File: src/rtl/uart_pkg.sv
// Shared definitions for the UART receive FIFO.
//   UART_DATA_BITS : default character width (matches the receiver)
//   UART_DEPTH     : default FIFO entry count (power of two, >= 2)
//   rx_entry_t     : one stored entry {frame_err, parity_err, data}
package uart_pkg;

  localparam int UART_DATA_BITS = 8;
  localparam int UART_DEPTH     = 16;

  typedef struct packed {
    logic                      frame_err;
    logic                      parity_err;
    logic [UART_DATA_BITS-1:0] data;
  } rx_entry_t;

endpackage

File: src/rtl/uart_fifo_mem.sv
// Storage array for the UART receive FIFO.
//   clk   : write clock
//   we    : write enable
//   waddr : write index
//   wdata : write entry
//   raddr : read index
//   rdata : read entry, combinational from raddr
// Synchronous write, asynchronous read, no reset. Contents are don't-care
// until written; the owner masks outputs while the FIFO is empty.
module uart_fifo_mem #(
  parameter int WIDTH = 10,
  parameter int DEPTH = 16,
  parameter int AW    = $clog2(DEPTH)
) (
  input  logic             clk,
  input  logic             we,
  input  logic [AW-1:0]    waddr,
  input  logic [WIDTH-1:0] wdata,
  input  logic [AW-1:0]    raddr,
  output logic [WIDTH-1:0] rdata
);

  logic [WIDTH-1:0] mem [DEPTH];

  always_ff @(posedge clk) begin
    if (we) mem[waddr] <= wdata;
  end

  assign rdata = mem[raddr];

endmodule

File: src/rtl/uart_rx_fifo.sv
// First-word fall-through FIFO buffering characters from a UART receiver.
//   clk, reset_n          : clock, async active-low reset
//   rx_data, data_ready   : character and single-cycle push strobe
//   parity_err, frame_err : error flags captured with the character
//   rd_valid, rd_ready    : head entry handshake (pop when both high)
//   rd_data, rd_parity_err, rd_frame_err : head entry, 0 while empty
//   count, full, empty    : occupancy, derived from the pointers only
//   overrun, overrun_clr  : sticky drop flag and its clear
// DEPTH must be a power of two and at least 2.
module uart_rx_fifo
  import uart_pkg::*;
#(
  parameter int DATA_BITS = UART_DATA_BITS,
  parameter int DEPTH     = UART_DEPTH
) (
  input  logic                   clk,
  input  logic                   reset_n,
  input  logic [DATA_BITS-1:0]   rx_data,
  input  logic                   data_ready,
  input  logic                   parity_err,
  input  logic                   frame_err,
  output logic                   rd_valid,
  input  logic                   rd_ready,
  output logic [DATA_BITS-1:0]   rd_data,
  output logic                   rd_parity_err,
  output logic                   rd_frame_err,
  output logic [$clog2(DEPTH):0] count,
  output logic                   full,
  output logic                   empty,
  output logic                   overrun,
  input  logic                   overrun_clr
);

  localparam int AW    = $clog2(DEPTH);
  localparam int PW    = AW + 1;
  localparam int WIDTH = DATA_BITS + 2;

  logic [PW-1:0]    wr_ptr, rd_ptr;
  logic [WIDTH-1:0] head;
  logic             push, pop, drop;

  // Extra MSB on each pointer is the wrap bit: equal pointers mean empty,
  // equal indices with differing wrap bits mean full.
  assign empty = (wr_ptr == rd_ptr);
  assign full  = (wr_ptr[AW-1:0] == rd_ptr[AW-1:0]) && (wr_ptr[AW] != rd_ptr[AW]);
  assign count = wr_ptr - rd_ptr;

  // No bypass: a push into an empty FIFO becomes visible one cycle later.
  assign pop  = !empty && rd_ready;
  // At full, a same-edge pop frees the slot the push lands in.
  assign push = data_ready && (!full || pop);
  assign drop = data_ready && full && !pop;

  always_ff @(posedge clk or negedge reset_n) begin
    if (!reset_n) begin
      wr_ptr  <= '0;
      rd_ptr  <= '0;
      overrun <= 1'b0;
    end else begin
      if (push) wr_ptr <= wr_ptr + PW'(1);
      if (pop)  rd_ptr <= rd_ptr + PW'(1);
      // A drop on the same edge wins over the clear.
      if (drop)             overrun <= 1'b1;
      else if (overrun_clr) overrun <= 1'b0;
    end
  end

  uart_fifo_mem #(
    .WIDTH (WIDTH),
    .DEPTH (DEPTH),
    .AW    (AW)
  ) u_mem (
    .clk   (clk),
    .we    (push),
    .waddr (wr_ptr[AW-1:0]),
    .wdata ({frame_err, parity_err, rx_data}),
    .raddr (rd_ptr[AW-1:0]),
    .rdata (head)
  );

  // Storage is unreset, so mask the head while empty.
  assign rd_valid      = !empty;
  assign rd_data       = empty ? '0 : head[DATA_BITS-1:0];
  assign rd_parity_err = !empty && head[DATA_BITS];
  assign rd_frame_err  = !empty && head[DATA_BITS+1];

endmodule
File: config.mk
export PLATFORM = sky130hd
export DESIGN_NAME = uart_rx_fifo
export DESIGN_NICKNAME = d
export VERILOG_FILES = /design/src/rtl/uart_pkg.sv /design/src/rtl/uart_fifo_mem.sv /design/src/rtl/uart_rx_fifo.sv
export SDC_FILE = /design/constraint.sdc
export NUM_CORES = 1
export LEC_CHECK = 0
export BUFFER_PORTS_ARGS = -buffer_cell sky130_fd_sc_hd__buf_2
export CORE_UTILIZATION = 65
export CTS_BUF_LIST = sky130_fd_sc_hd__clkbuf_16
export CTS_CLUSTER_SIZE = 28
export DETAILED_ROUTE_END_ITERATION = 6
export PLACE_DENSITY = 0.84
export SETUP_SLACK_MARGIN = 0.4
export SYNTH_ARGS = -nofsm -noshare
export SYNTH_HDL_FRONTEND = slang
export SYNTH_SLANG_ARGS = --single-unit
File: constraint.sdc
create_clock -name clk -period 8.6 [get_ports clk]
set_clock_uncertainty 0.1 [all_clocks]
set_input_delay 0.43 -clock clk [delete_from_list [all_inputs] [get_ports clk]]
set_output_delay 0.43 -clock clk [all_outputs]
set_load 0.005 [all_outputs]
Yosys cells after proc, flatten, opt, wreduce, memory -nomap -nowiden
Memories as Yosys holds them, arrays and structs flattened.
Cells that the tools add are included.
{ "totals": {"output_inout_bits": 19, "ramBits": 160, "elab_cells": 27, "inputBits": 15, "regBits": 11, "mem_count": 1} }
{ "op_classes": {"muxes": 5, "n_eq_ne": 3, "add_sub_neg": 3, "reduce_logical": 12} }
{ "mem_list": {"columns": ["name", "words", "word_bits", "read_ports", "rd_ports_with_merged_regs", "write_ports", "line", "source"], "rows": [
  ["u_mem.mem", 16, 10, 1, 0, 1, "uart_fifo_mem.sv:23", "logic [WIDTH-1:0] mem [DEPTH];"]
]} }
{ "ops": {"columns": ["operator", "n"], "rows": [
  ["adder 5 x 1 -> 5 bit, second input constant", 2],
  ["two-way mux 8 bit", 1],
  ["logical AND 1 bit", 7],
  ["== test 5 bit", 1],
  ["subtractor 5 bit", 1],
  ["== test 4 bit", 1],
  ["two-way mux 1 bit", 4],
  ["zero test 1 bit", 3],
  ["nonzero test 2 bit", 1],
  ["logical OR 1 bit", 1],
  ["inequality test 1 bit", 1]
]} }

Depth between registers and ports, before layout
Gate-level depths: netlist of run 1.
{ "depth": {"word_depth": 7, "ltp_mapped": 9, "ltp_nobuf": 7} }

By module
Synthesis of run 1 repeated with hierarchy kept, for this count alone.
{ "hier_totals": {"hier_cells": 345, "hier_area_um2": 6922.9} }
{ "by_module_without_submodules": {"columns": ["module", "area_each_um2", "n_inst", "cells_each", "seq_area_each_um2"], "rows": [
  ["uart_fifo_mem", 6153.4, 1, 269, 4804.6],
  ["uart_rx_fifo", 769.5, 1, 76, 275.3]
]} }

Least setup slack after synthesis of run 1
Ideal clock, no wire load.
{ "synth_timing": {"path_type": "register to register", "start": "reg rd_ptr[2]", "end": "mem u_mem.mem[3][0] (enable)", "synth_period_minus_slack_ns": 3.173, "t_arrival_ns": 2.683, "path_buffers": 3, "setup_time_ns": 0.390, "path_stages_with_launch": 10, "setup_slack_ns": 5.427, "required_ns": 8.110, "cell_sequence": "dfrtp_1 -> clkbuf_1 -> buf_2 -> inv_2 -> ha_1 -> nand4_1 -> o31a_1 -> clkbuf_1 -> nand2_1 -> nor3_1"} }
{ "synth_via": {"elab_chain_len": 7, "elab_cells_between_ends": 10, "cone_classes": "eq/ne (2); mux (2); reduce/logical (6)"} }
{ "synth_lines": {"columns": ["item", "line", "source"], "rows": [
  ["start: declaration", "uart_rx_fifo.sv:38", "logic [PW-1:0] wr_ptr, rd_ptr;"],
  ["start signal: assignment", "uart_rx_fifo.sv:61", "if (pop) rd_ptr <= rd_ptr + PW'(1);"],
  ["== test 5 bit or == test 4 bit (tied branches)", "uart_rx_fifo.sv:44, uart_rx_fifo.sv:45", null],
  ["zero test 1 bit or logical AND 1 bit (tied branches)", "uart_rx_fifo.sv:49, uart_rx_fifo.sv:45", null],
  ["logical AND 1 bit or zero test 1 bit (tied branches)", "uart_rx_fifo.sv:49, uart_rx_fifo.sv:51", null],
  ["logical OR 1 bit (*)", "uart_rx_fifo.sv:51", "assign push = data_ready && (!full || pop);"],
  ["logical AND 1 bit (*)", "uart_rx_fifo.sv:51", null],
  ["two-way mux 1 bit (*)", "uart_fifo_mem.sv:26", "if (we) mem[waddr] <= wdata;"],
  ["two-way mux 1 bit (not written as such) (*)", "uart_fifo_mem.sv:26", null],
  ["end: declaration", "uart_fifo_mem.sv:23", null]
]} }
Every way passes the cells marked *; elsewhere a longest branch is shown, timed or not.

Final worst setup path of run 1
{ "layout_timing": {"start": "reg rd_ptr[1]", "end": "out rd_data[1]"} }
{ "layout_via": {"elab_chain_len": 2, "elab_cells_between_ends": 3, "cone_classes": "eq/ne (1); mux (1); memory (1)"} }
{ "layout_lines": {"columns": ["item", "line", "source"], "rows": [
  ["memory (16 x 10 bit) or == test 5 bit (tied branches)", null, null],
  ["two-way mux 8 bit (*)", "uart_rx_fifo.sv:83", "assign rd_data = empty ? '0 : head[DATA_BITS-1:0];"],
  ["end: declaration", "uart_rx_fifo.sv:24", "output logic [DATA_BITS-1:0] rd_data,"]
]} }
Marks and branches as above.

==> results.yml, run 1 <==
yosys:
  seq_area_frac_synth: 0.7363
  synthDistinctLibCells: 31
  netlist_area_um2: 6899
  postSynthAreaPerCell_um2: 20.17
  yosys_register_bits: 171
  ys_warn_count: 0
  synth_nets: 367
  synthCells: 342
timing:
  hold_viol: 0
  worst_slew_pin_slew_ns: 1.113
  setup-tns-final_ns: 0
  setup_viol: 0
  grt_setup_unrepaired: "false"
  finalCriticalPeriod_ns: 4.107
  max_freq_mhz: 243.5
  whs_ns: 0.1065
  setup_ws_ns: 4.493
  drv_slew: 0
  slew_headroom: 0.2581
  post-route-period-util: 0.4776
final_layout:
  syn_to_final_growth_pct: 12.17
  design_area_um2: 7739
  final_cell_mix: "edfxtp_1 (160), mux4_2 (38), buf_2 (33)"
  drive_gt1_frac: 0.2987
  nets: 407
  layout_commonest_cell: "edfxtp_1"
  diodes: 0
route:
  routedWlPerCell_um: 25.73
  ant_nets: 0
  vias: 3441
  drt-total-wl_um: 13660
  drt_iter0_drc: 421
  routed_via_density: 6.480
  post-route-drc-count: 0
  firstDrtPassIters: 5
critical_path:
  crit_slowest_cell: "dfrtp_1"
  reg2regPathDepth: 6
  r2r_slack_ns: 4.61
  arrival_ns: 3.58
  r2r_end: "u_mem.mem[8][2]"
  critPathKind: "reg2out"
  worst_path_dominant_cell_family: "flip-flops"
  cp.required_ns: 8.07
  critical_path_buf_inv_count: 2
  timing.rr.start: "rd_ptr[1]"
  cp_slowest_stage_delay_ns: 0.93
  crit_path_cell_trace: "inv_1 > ha_1 > and4_1 > nand2_1 > o21ai_0 > a21oi_1 > buf_2"
  path_max_fanout: 22
  start_kind: "register"
  crit_path_end_kind: "output port"
die:
  initial_core_util: 0.6683
  die_area_um2: 11030
  ios: 34
  die_h_um: 105.0
  core_area_um2: 10320
  die_width_um: 105.0
  rows: 37
clock_tree:
  clk_pin_slew_ns: 0.06
  cts_sinks: 171
  clockBufferDepth: 2
  clock_latency_ns: 0.41
  h-tree-depth: 4
  cts_tree: "done"
  numCtsBuffers: 17
  cts_root_buffer: "clkbuf_16"
flow_run:
  max_cap_viol_count: 0
place:
  preCtsSetupSlack_ns: 4.278
  postPlaceCellArea_um2: 7169
  gp_congestion: 0.8624
  hpwl_um: 8508
  portBuffers: 33
grt:
  grt_pass1_wl_um: 20800
  antenna_found_initial: 0
  grt_pass1_vias: 3514
  groute.usage.overall: 0.2730
  grt_max_degree: 45
  grt_overflow_total: 0
pwr:
  intPower_mw: 1.833
  swShare: 0.3185
  vdd_ir_drop_max_v: 0.0003269
  sequentialPowerShare: 0.417
  p_switching_uw: 856.8
  comb_power_share: 0.323
  pwr-share-clk: 0.260
  leakagePower_nw: 2.633
  power_mw: 2.690
  p_per_area_nw_per_um2: 347.6
hold_path:
  hold_end: "overrun"
  hold_start: "overrun_clr"
  hold_path_class: "in2reg"
  min_path_cells: 2
run_status:
  status: "finished, final reports clean"
worst max path at each step:
| stage | from | end | slack (ns) | cells past startpoint |
|---|---|---|---|---|
| 6_report | rd_ptr[1] | rd_data[1] | 4.49 | 7 |
| 5_1_grt | rd_ptr[1] | rd_data[1] | 4.27 | 7 |
| 4_1_cts | rd_ptr[1] | u_mem.mem[0][6] | 4.21 | 6 |
| 3_5_place_dp | rd_ptr[1] | u_mem.mem[0][3] | 4.28 | 6 |
| 3_3_place_gp | rd_ptr[2] | u_mem.mem[0][3] | 4.51 | 6 |
| 2_1_floorplan | rd_ptr[2] | u_mem.mem[3][0] | 5.43 | 9 |
layer usage:
metal  GRT usage  vias up  share of wire
li1            -     1459              -
met2      0.4130      211           0.49
met1      0.3941     1755           0.39
met5           0        -              0
met4     0.08451        0          0.015
met3     0.07860       16           0.10
flip-flops by register name, summed over array words and instances (netlist names):
name	cells
u_mem.mem	160
overrun	1
wr_ptr	5
rd_ptr	5
cells in the mapped netlist:
| master | n | area share |
|---|---|---|
| nand4_1 | 3 | 0.0027 |
| mux2i_1 | 9 | 0.013 |
| nor2_1 | 12 | 0.0065 |
| buf_4 | 2 | 0.0022 |
| edfxtp_1 | 160 | 0.70 |
| dfrtp_1 | 11 | 0.040 |
| ha_1 | 9 | 0.016 |
| xor2_1 | 1 | 0.0013 |
| nand3_1 | 3 | 0.0022 |
| clkbuf_1 | 9 | 0.0049 |
| mux4_1 | 3 | 0.011 |
| mux2_2 | 10 | 0.016 |
| nor3_1 | 4 | 0.0029 |
| and4_1 | 1 | 0.0013 |
| buf_6 | 3 | 0.0049 |
| xnor2_1 | 11 | 0.014 |
| nand2_1 | 8 | 0.0044 |
| and3_1 | 2 | 0.0018 |
| inv_1 | 9 | 0.0049 |
| o21ai_0 | 11 | 0.0080 |
| nand3b_1 | 1 | 0.0011 |
| o31a_1 | 1 | 0.0013 |
| mux4_2 | 38 | 0.12 |
| buf_1 | 1 | 0.00054 |
| a21o_1 | 2 | 0.0022 |
| a21oi_1 | 11 | 0.0080 |
| and2_1 | 1 | 0.00091 |
| inv_2 | 1 | 0.00054 |
| buf_2 | 2 | 0.0015 |
| nand2b_1 | 2 | 0.0018 |
| fa_1 | 1 | 0.0029 |
what timing repair did:
item / CTS / global route
setup buffers: 0 / 0
endpoints found under the hold margin: 11 / 0
hold buffers: 1 / 0
endpoints found under the setup margin: 0 / 0
gates resized for setup: 0 / 0
stage by stage:
| step | instances | util |
|---|---|---|
| final | 531 | 0.7496 |
| after global routing | 531 | 0.7496 |
| after CTS | 531 | 0.7491 |
| after detailed placement | 498 | 0.6945 |
| after global placement | 498 | 0.6945 |
| after floorplan | 342 | - |
power by group through the flow:
stage	sequential [mW]	combinational (mW)	clock, mW
floorplan	1.05	0.650	0
global placement	1.13	0.838	0
detailed placement	1.13	0.856	0
CTS	1.12	0.868	0.708
global route	1.13	0.934	0.739
finish	1.12	0.870	0.700
logic make-up after synthesis:
family                   synth area share
flip-flops                         0.7363
multiplexers                       0.1649
AND/OR/NAND/NOR                   0.02557
buffers and inverters             0.01940
AO/OA/AOI/OAI                     0.01940
XOR/XNOR                          0.01523
adder cells (fa/ha/maj)           0.01922
worst reg2reg max path, cell delays in order (launching register included):
cell and delay [ns]:
dfrtp_1 0.93, inv_1 0.53, ha_1 0.47, nand4_1 0.13, o31a_1 0.41, nand2_1 0.26
nor2_1 0.78
final cells by class:
cell class,count,area [um2]
inverter,10,37.54
timing repair buffer,38,205.2
clock inverter,15,128.9
clock buffer,17,425.4
tap,136,170.2
fill,560,2585
sequential,171,5081
multi-input combinational,144,1690
Power figures use the tool's default switching activity.
==> inputs of run 2 (changes only) <==
CORE_UTILIZATION = 55   (was 65)
PLACE_DENSITY = 0.76   (was 0.84)
clock period = 3.5 ns   (was 8.6 ns; I/O delays follow)
==> run 2 against run 1 <==
Effect of this change: count of clock-buffer cells in the layout stayed put; first-iteration DRC count is 42% lower; worst hold slack worse by 0.068 ns; clock power is 130% higher; register-to-register slack worse by 3.7 ns; sequential power is 130% higher; routed wire length is 5.2% lower; via count is 2.4% lower; setup slack worse by 3.8 ns.
==> results.yml, run 2 (synthesized netlist as in run 1, its figures left out) <==
clock_tree:
  cts_tree: "done"
  clk_pin_slew_ns: 0.06
  cts_sinks: 171
  h-tree-depth: 4
  numCtsBuffers: 17
  clock_latency_ns: 0.41
  cts_root_buffer: "clkbuf_16"
  clockBufferDepth: 2
  post_cts_buffers: 0
pwr:
  sequentialPowerShare: 0.402
  swShare: 0.3029
  p_switching_mw: 1.971
  comb_power_share: 0.346
  pwr-share-clk: 0.252
  vdd_ir_drop_max_v: 0.0004314
  p_per_area_nw_per_um2: 821.7
  intPower_mw: 4.536
  leakagePower_nw: 2.743
route:
  firstDrtPassIters: 4
  post-route-drc-count: 0
  drt_iter0_drc: 243
  ant_nets: 0
  drt-total-wl_um: 12960
  vias: 3360
  routedWlPerCell_um: 22.30
  routed_via_density: 5.783
grt:
  grtUsageMet1: 0.2924
  grt_pass1_vias: 3424
  grt_overflow_total: 0
  antenna_found_initial: 0
  busiest_layer: "met2"
  met3_usage: 0.04251
  grt_max_degree: 44
  groute.usage.overall: 0.2207
  grt_pass1_wl_um: 19810
  use_met2: 0.3628
run_status:
  status: "finished, final reports clean"
final_layout:
  nets: 426
  final_cell_mix: "edfxtp_1 (160), mux4_2 (38), buf_2 (33)"
  reg_top3: "u_mem.mem x160, rd_ptr x5, wr_ptr x5"
  postLayoutCoreUtil: 0.6538
  largest_reg_flops: 160
  regMostFlops: "u_mem.mem"
  diodes: 0
  layout_commonest_cell: "edfxtp_1"
  drive_gt1_frac: 0.3172
  final_cells: 581
  n_fill_cell: 823
  syn_to_final_growth_pct: 14.78
timing:
  post-route-period-util: 0.8148
  hold_viol: 0
  drv_slew: 0
  max_freq_mhz: 350.7
  setup_viol: 0
  whs_ns: 0.03807
  setup-tns-final_ns: 0
  worst_slew_pin_slew_ns: 0.5173
  slew_headroom: 0.6547
  grt_setup_unrepaired: "false"
  finalCriticalPeriod_ns: 2.852
die:
  ios: 34
  core_area_um2: 12110
  die_area_um2: 13000
  initial_core_util: 0.5696
  die_width_um: 114
  rows: 40
  die_h_um: 114
critical_path:
  path_max_fanout: 43
  critPathKind: "reg2out"
  crit_slowest_cell: "mux4_1"
  critical_path_buf_inv_count: 2
  cp.required_ns: 3.22
  worst_path_dominant_cell_family: "multiplexers"
  crit_path_cell_trace: "buf_12 > mux4_1 > mux4_2 > and2_1 > buf_2"
  crit_path_end_kind: "output port"
  reg2regPathDepth: 6
  r2r_slack_ns: 0.93
  path_depth: 5
  arrival_ns: 2.58
  cp_slowest_stage_delay_ns: 0.66
  start_kind: "register"
place:
  hpwl_um: 7849
  dp.cells: 546
  gp_congestion: 0.7484
  portBuffers: 33
flow_run:
  max_cap_viol_count: 0
hold_path:
  hold_path_class: "in2reg"
  min_path_cells: 1
## run 2: cell types whose count changed in the layout (fill, tap and decap cells not counted), sizes merged
cell / before / now
clkinvlp: 5 / 2
dlygate4sd3: 1 / 4
inv: 12 / 13
clkinv: 7 / 8
buf: 37 / 53
## run 2: layer usage
| metal | up-vias | wire length (um) | part of all wire |
|---|---|---|---|
| met1 | 1740 | 5404 | 0.42 |
| met3 | 18 | 645 | 0.050 |
| met4 | 0 | 215 | 0.017 |
| met2 | 107 | 6693 | 0.52 |
| met5 | - | 0 | 0 |
| li1 | 1495 | - | - |
## run 2: layout make-up
| cell class | instances | area, um2 | share of cell area |
|---|---|---|---|
| Sequential cell | 171 | 5081 | 0.6416 |
| Multi-Input combinational cell | 144 | 1705 | 0.2154 |
| Clock buffer | 17 | 425.4 | 0.05372 |
| Timing Repair Buffer | 57 | 367.9 | 0.04645 |
| Tap cell | 168 | 210.2 | 0.02654 |
| Clock inverter | 14 | 91.34 | 0.01153 |
| Inverter | 10 | 37.54 | 0.004740 |
## run 2: timing repair
action	in CTS	in global routing
resized for setup	0	0
hold buffers	4	0
endpoints found under the hold margin	15	0
## run 2: worst paths after layout
path,from,to
max in group asynchronous,reset_n,rd_ptr[0]
hold reg to reg,rd_ptr[4],rd_ptr[4]
setup / recovery,rd_ptr[0],rd_data[6]
setup reg to reg,rd_ptr[2],u_mem.mem[15][0]
hold / removal,rx_data[3],u_mem.mem[12][3]
min in group asynchronous,reset_n,wr_ptr[0]
## run 2: worst register-to-register path: cells and delay by family, from the launching register on
family,cells,cell delay [ns]
and+or+nand+nor,2,0.33
buffers and inverters,2,0.70
AOI/OAI and AO/OA,1,0.33
adders and majority gates,1,0.35
DFF,1,0.39
## run 2: metrics by stage
stage,power [mW],worst slack (ns),cell area [um2]
2_1_floorplan,4.200,0.5912,6919
3_3_place_gp,4.871,1.003,7362
3_5_place_dp,4.914,0.9549,7362
4_1_cts,6.572,0.5984,7919
5_1_grt,6.824,0.5171,7919
6_report,6.507,0.6482,7919
## run 2: power groups by stage
stage / Combinational (mW) / Sequential [mW] / Clock [mW]
after global routing: 2.45 / 2.64 / 1.74
after global placement: 2.23 / 2.64 / 0
final: 2.25 / 2.62 / 1.64
after CTS: 2.29 / 2.62 / 1.67
after detailed placement: 2.26 / 2.66 / 0
after floorplan: 1.61 / 2.59 / 0
==> inputs of run 3 (changes only) <==
clock period = 2.45 ns   (was 3.5 ns; I/O delays follow)
==> run 3 against run 2 <==
Effect of this change: the run now ends with negative setup slack left; clock power grew 55%; sequential cell count is the same; register-to-register slack got worse by 0.78 ns; critical endpoint is now rd_data[3]; final cell count is 11% higher; via count rose by 15%; combinational power up 130%; largest cell class unchanged; worst hold slack better by 0.19 ns; sequential power grew 42%; die area unchanged; global-route usage up 4.5 points; critical path type unchanged; utilization is 10 points higher.
==> results.yml, run 3 (synthesized netlist as in run 1, its figures left out) <==
critical_path:
  crit_path_cell_trace: "buf_4 > buf_12 > mux4_2 > mux2i_2 > a21oi_1 > buf_2"
  arrival_ns: 2.32
  critPathKind: "reg2out"
  path_max_fanout: 8
  crit_slowest_cell: "mux4_2"
  cp_slowest_stage_delay_ns: 0.56
  cp.required_ns: 2.23
  start_kind: "register"
  critical_path_buf_inv_count: 3
  crit_path_end_kind: "output port"
  worst_path_dominant_cell_family: "multiplexers"
final_layout:
  multi_input_area_um2: 2048
  syn_to_final_growth_pct: 33.17
  final_cell_mix: "edfxtp_1 (160), mux4_2 (41), buf_2 (32)"
  diodes: 0
  reg_top3: "u_mem.mem x160, rd_ptr x5, wr_ptr x5"
  largest_reg_flops: 160
  layout_commonest_cell: "edfxtp_1"
  nets: 487
  seq_area_um2: 5082
  n_fill_cell: 654
  postLayoutCoreUtil: 0.7586
  drive_gt1_frac: 0.4842
  regMostFlops: "u_mem.mem"
route:
  met1_length_um: 6282
  wl_met2_um: 8609
  dr.max_layer_used: "met4"
  firstDrtPassIters: 4
  routed_via_density: 5.988
  ant_nets: 0
  routedWlPerCell_um: 26.03
  vias: 3850
  drt-total-wl_um: 16740
  wl_met3_um: 1431
  post-route-drc-count: 0
  drt_iter0_drc: 366
run_status:
  status: "complete, but fails checks"
  violations: "negative setup slack"
hold_path:
  hold_path_class: "in2reg"
die:
  die_width_um: 114
  rows: 40
  core_area_um2: 12110
  ios: 34
  die_area_um2: 13000
  initial_core_util: 0.5696
  die_h_um: 114
timing:
  grt_setup_unrepaired: "true"
  finalCriticalPeriod_ns: 2.539
  hold_viol: 0
  setup_ws_ns: -0.08880
  whs_ns: 0.2254
  max_freq_mhz: 393.9
  post-route-period-util: 1.036
  setup_viol: 9
  worst_slew_pin_slew_ns: 0.5969
  slew_headroom: 0.6008
  drv_slew: 0
place:
  preCtsSetupSlack_ns: 0.2310
  portBuffers: 33
  hpwl_um: 8271
  gp_congestion: 0.8746
clock_tree:
  clock_latency_ns: 0.43
  cts_tree: "done"
  clk_pin_slew_ns: 0.07
  cts_root_buffer: "clkbuf_16"
  cts_sinks: 171
  h-tree-depth: 4
  clockBufferDepth: 2
  numCtsBuffers: 17
pwr:
  intPower_mw: 7.518
  swShare: 0.3374
  leakagePower_nw: 3.230
  sequentialPowerShare: 0.328
  vdd_ir_drop_max_v: 0.0008921
  comb_power_share: 0.448
  pwr-share-clk: 0.224
  p_per_area_nw_per_um2: 1235
  p_switching_mw: 3.829
flow_run:
  max_cap_viol_count: 0
grt:
  grt_max_degree: 26
  groute.usage.overall: 0.2656
  grt_pass1_vias: 3924
  antenna_found_initial: 0
  grt_pass1_wl_um: 23440
  grt_overflow_total: 0
[run 3: cell count changes in the layout (fill, tap and decap cells not counted), moves of 6 or more]
cell and delta:
o21ai_0 -9, mux2_2 -8, nor2_1 -12, dlygate4sd3_1 +11, o21ai_2 +7, buf_12 +11
nor2_4 +11, nand2_8 +6, buf_4 +8, buf_6 +23, nand2_1 -6, mux2_4 +8
inv_1 -6
[run 3: cell type report]
| class | count | share of cell area |
|---|---|---|
| clock buffers | 17 | 0.04630 |
| clock inverters | 15 | 0.01457 |
| inverters | 10 | 0.005720 |
| multi-input cells | 145 | 0.2229 |
| flip-flops and latches | 171 | 0.5532 |
| well taps | 168 | 0.02288 |
| repair buffers | 117 | 0.1344 |
[run 3: power groups by stage]
stage / registers [mW] / logic [mW] / clock network, mW
after floorplan: 3.71 / 2.55 / 0
after global placement: 3.73 / 3.53 / 0
after detailed placement: 3.75 / 3.59 / 0
after CTS: 3.70 / 4.55 / 2.55
after global routing: 3.74 / 5.38 / 2.68
final: 3.72 / 5.08 / 2.54
[run 3: path summary, 6_finish.rpt]
| path | startpoint | endpoint | slack, ns | cells after the start |
|---|---|---|---|---|
| worst max-delay path | rd_ptr[0] | rd_data[3] | -0.09 | 6 |
| max in group asynchronous | reset_n | rd_ptr[0] | 1.15 | 3 |
| min in group asynchronous | reset_n | wr_ptr[2] | 0.68 | 3 |
| worst max register to register | rd_ptr[0] | u_mem.mem[10][0] | 0.15 | 9 |
| worst min-delay path | data_ready | wr_ptr[2] | 0.23 | 5 |
| worst min register to register | wr_ptr[0] | wr_ptr[0] | 0.50 | 2 |
[run 3: repair_timing]
item	4_1_cts	5_1_grt
gates resized for setup	72	21
hold buffers	15	0
gates cloned	12	2
pin swaps	15	8
buffers inserted	26	8
endpoints found under the setup margin	174	179
hold endpoints to repair	176	0
[run 3: through the flow]
step / TNS [ns] / power (mW) / instance area (um2) / instances
2_1_floorplan: 0 / 6.256 / 7104 / 342
3_3_place_gp: 0 / 7.261 / 7572 / 548
3_5_place_dp: 0 / 7.336 / 7572 / 548
4_1_cts: -0.3379 / 10.79 / 8982 / 633
5_1_grt: -1.049 / 11.80 / 9188 / 643
6_report: -0.2463 / 11.35 / 9188 / 643
[run 3: worst register-to-register path, cell delays in order, from the launching register on]
cell and delay [ns]:
dfrtp_2 0.44, buf_4 0.18, ha_4 0.28, nand4_1 0.13, o31a_1 0.31, buf_12 0.17, nand2_8 0.11, nor2_4 0.06
buf_4 0.16, buf_12 0.13
[run 3: per-layer routing]
| layer | up-vias | global-route usage |
|---|---|---|
| met5 | - | 0 |
| met4 | 0 | 0.1100 |
| met3 | 35 | 0.08183 |
| met2 | 215 | 0.4194 |
| met1 | 1967 | 0.3474 |
| li1 | 1633 | - |
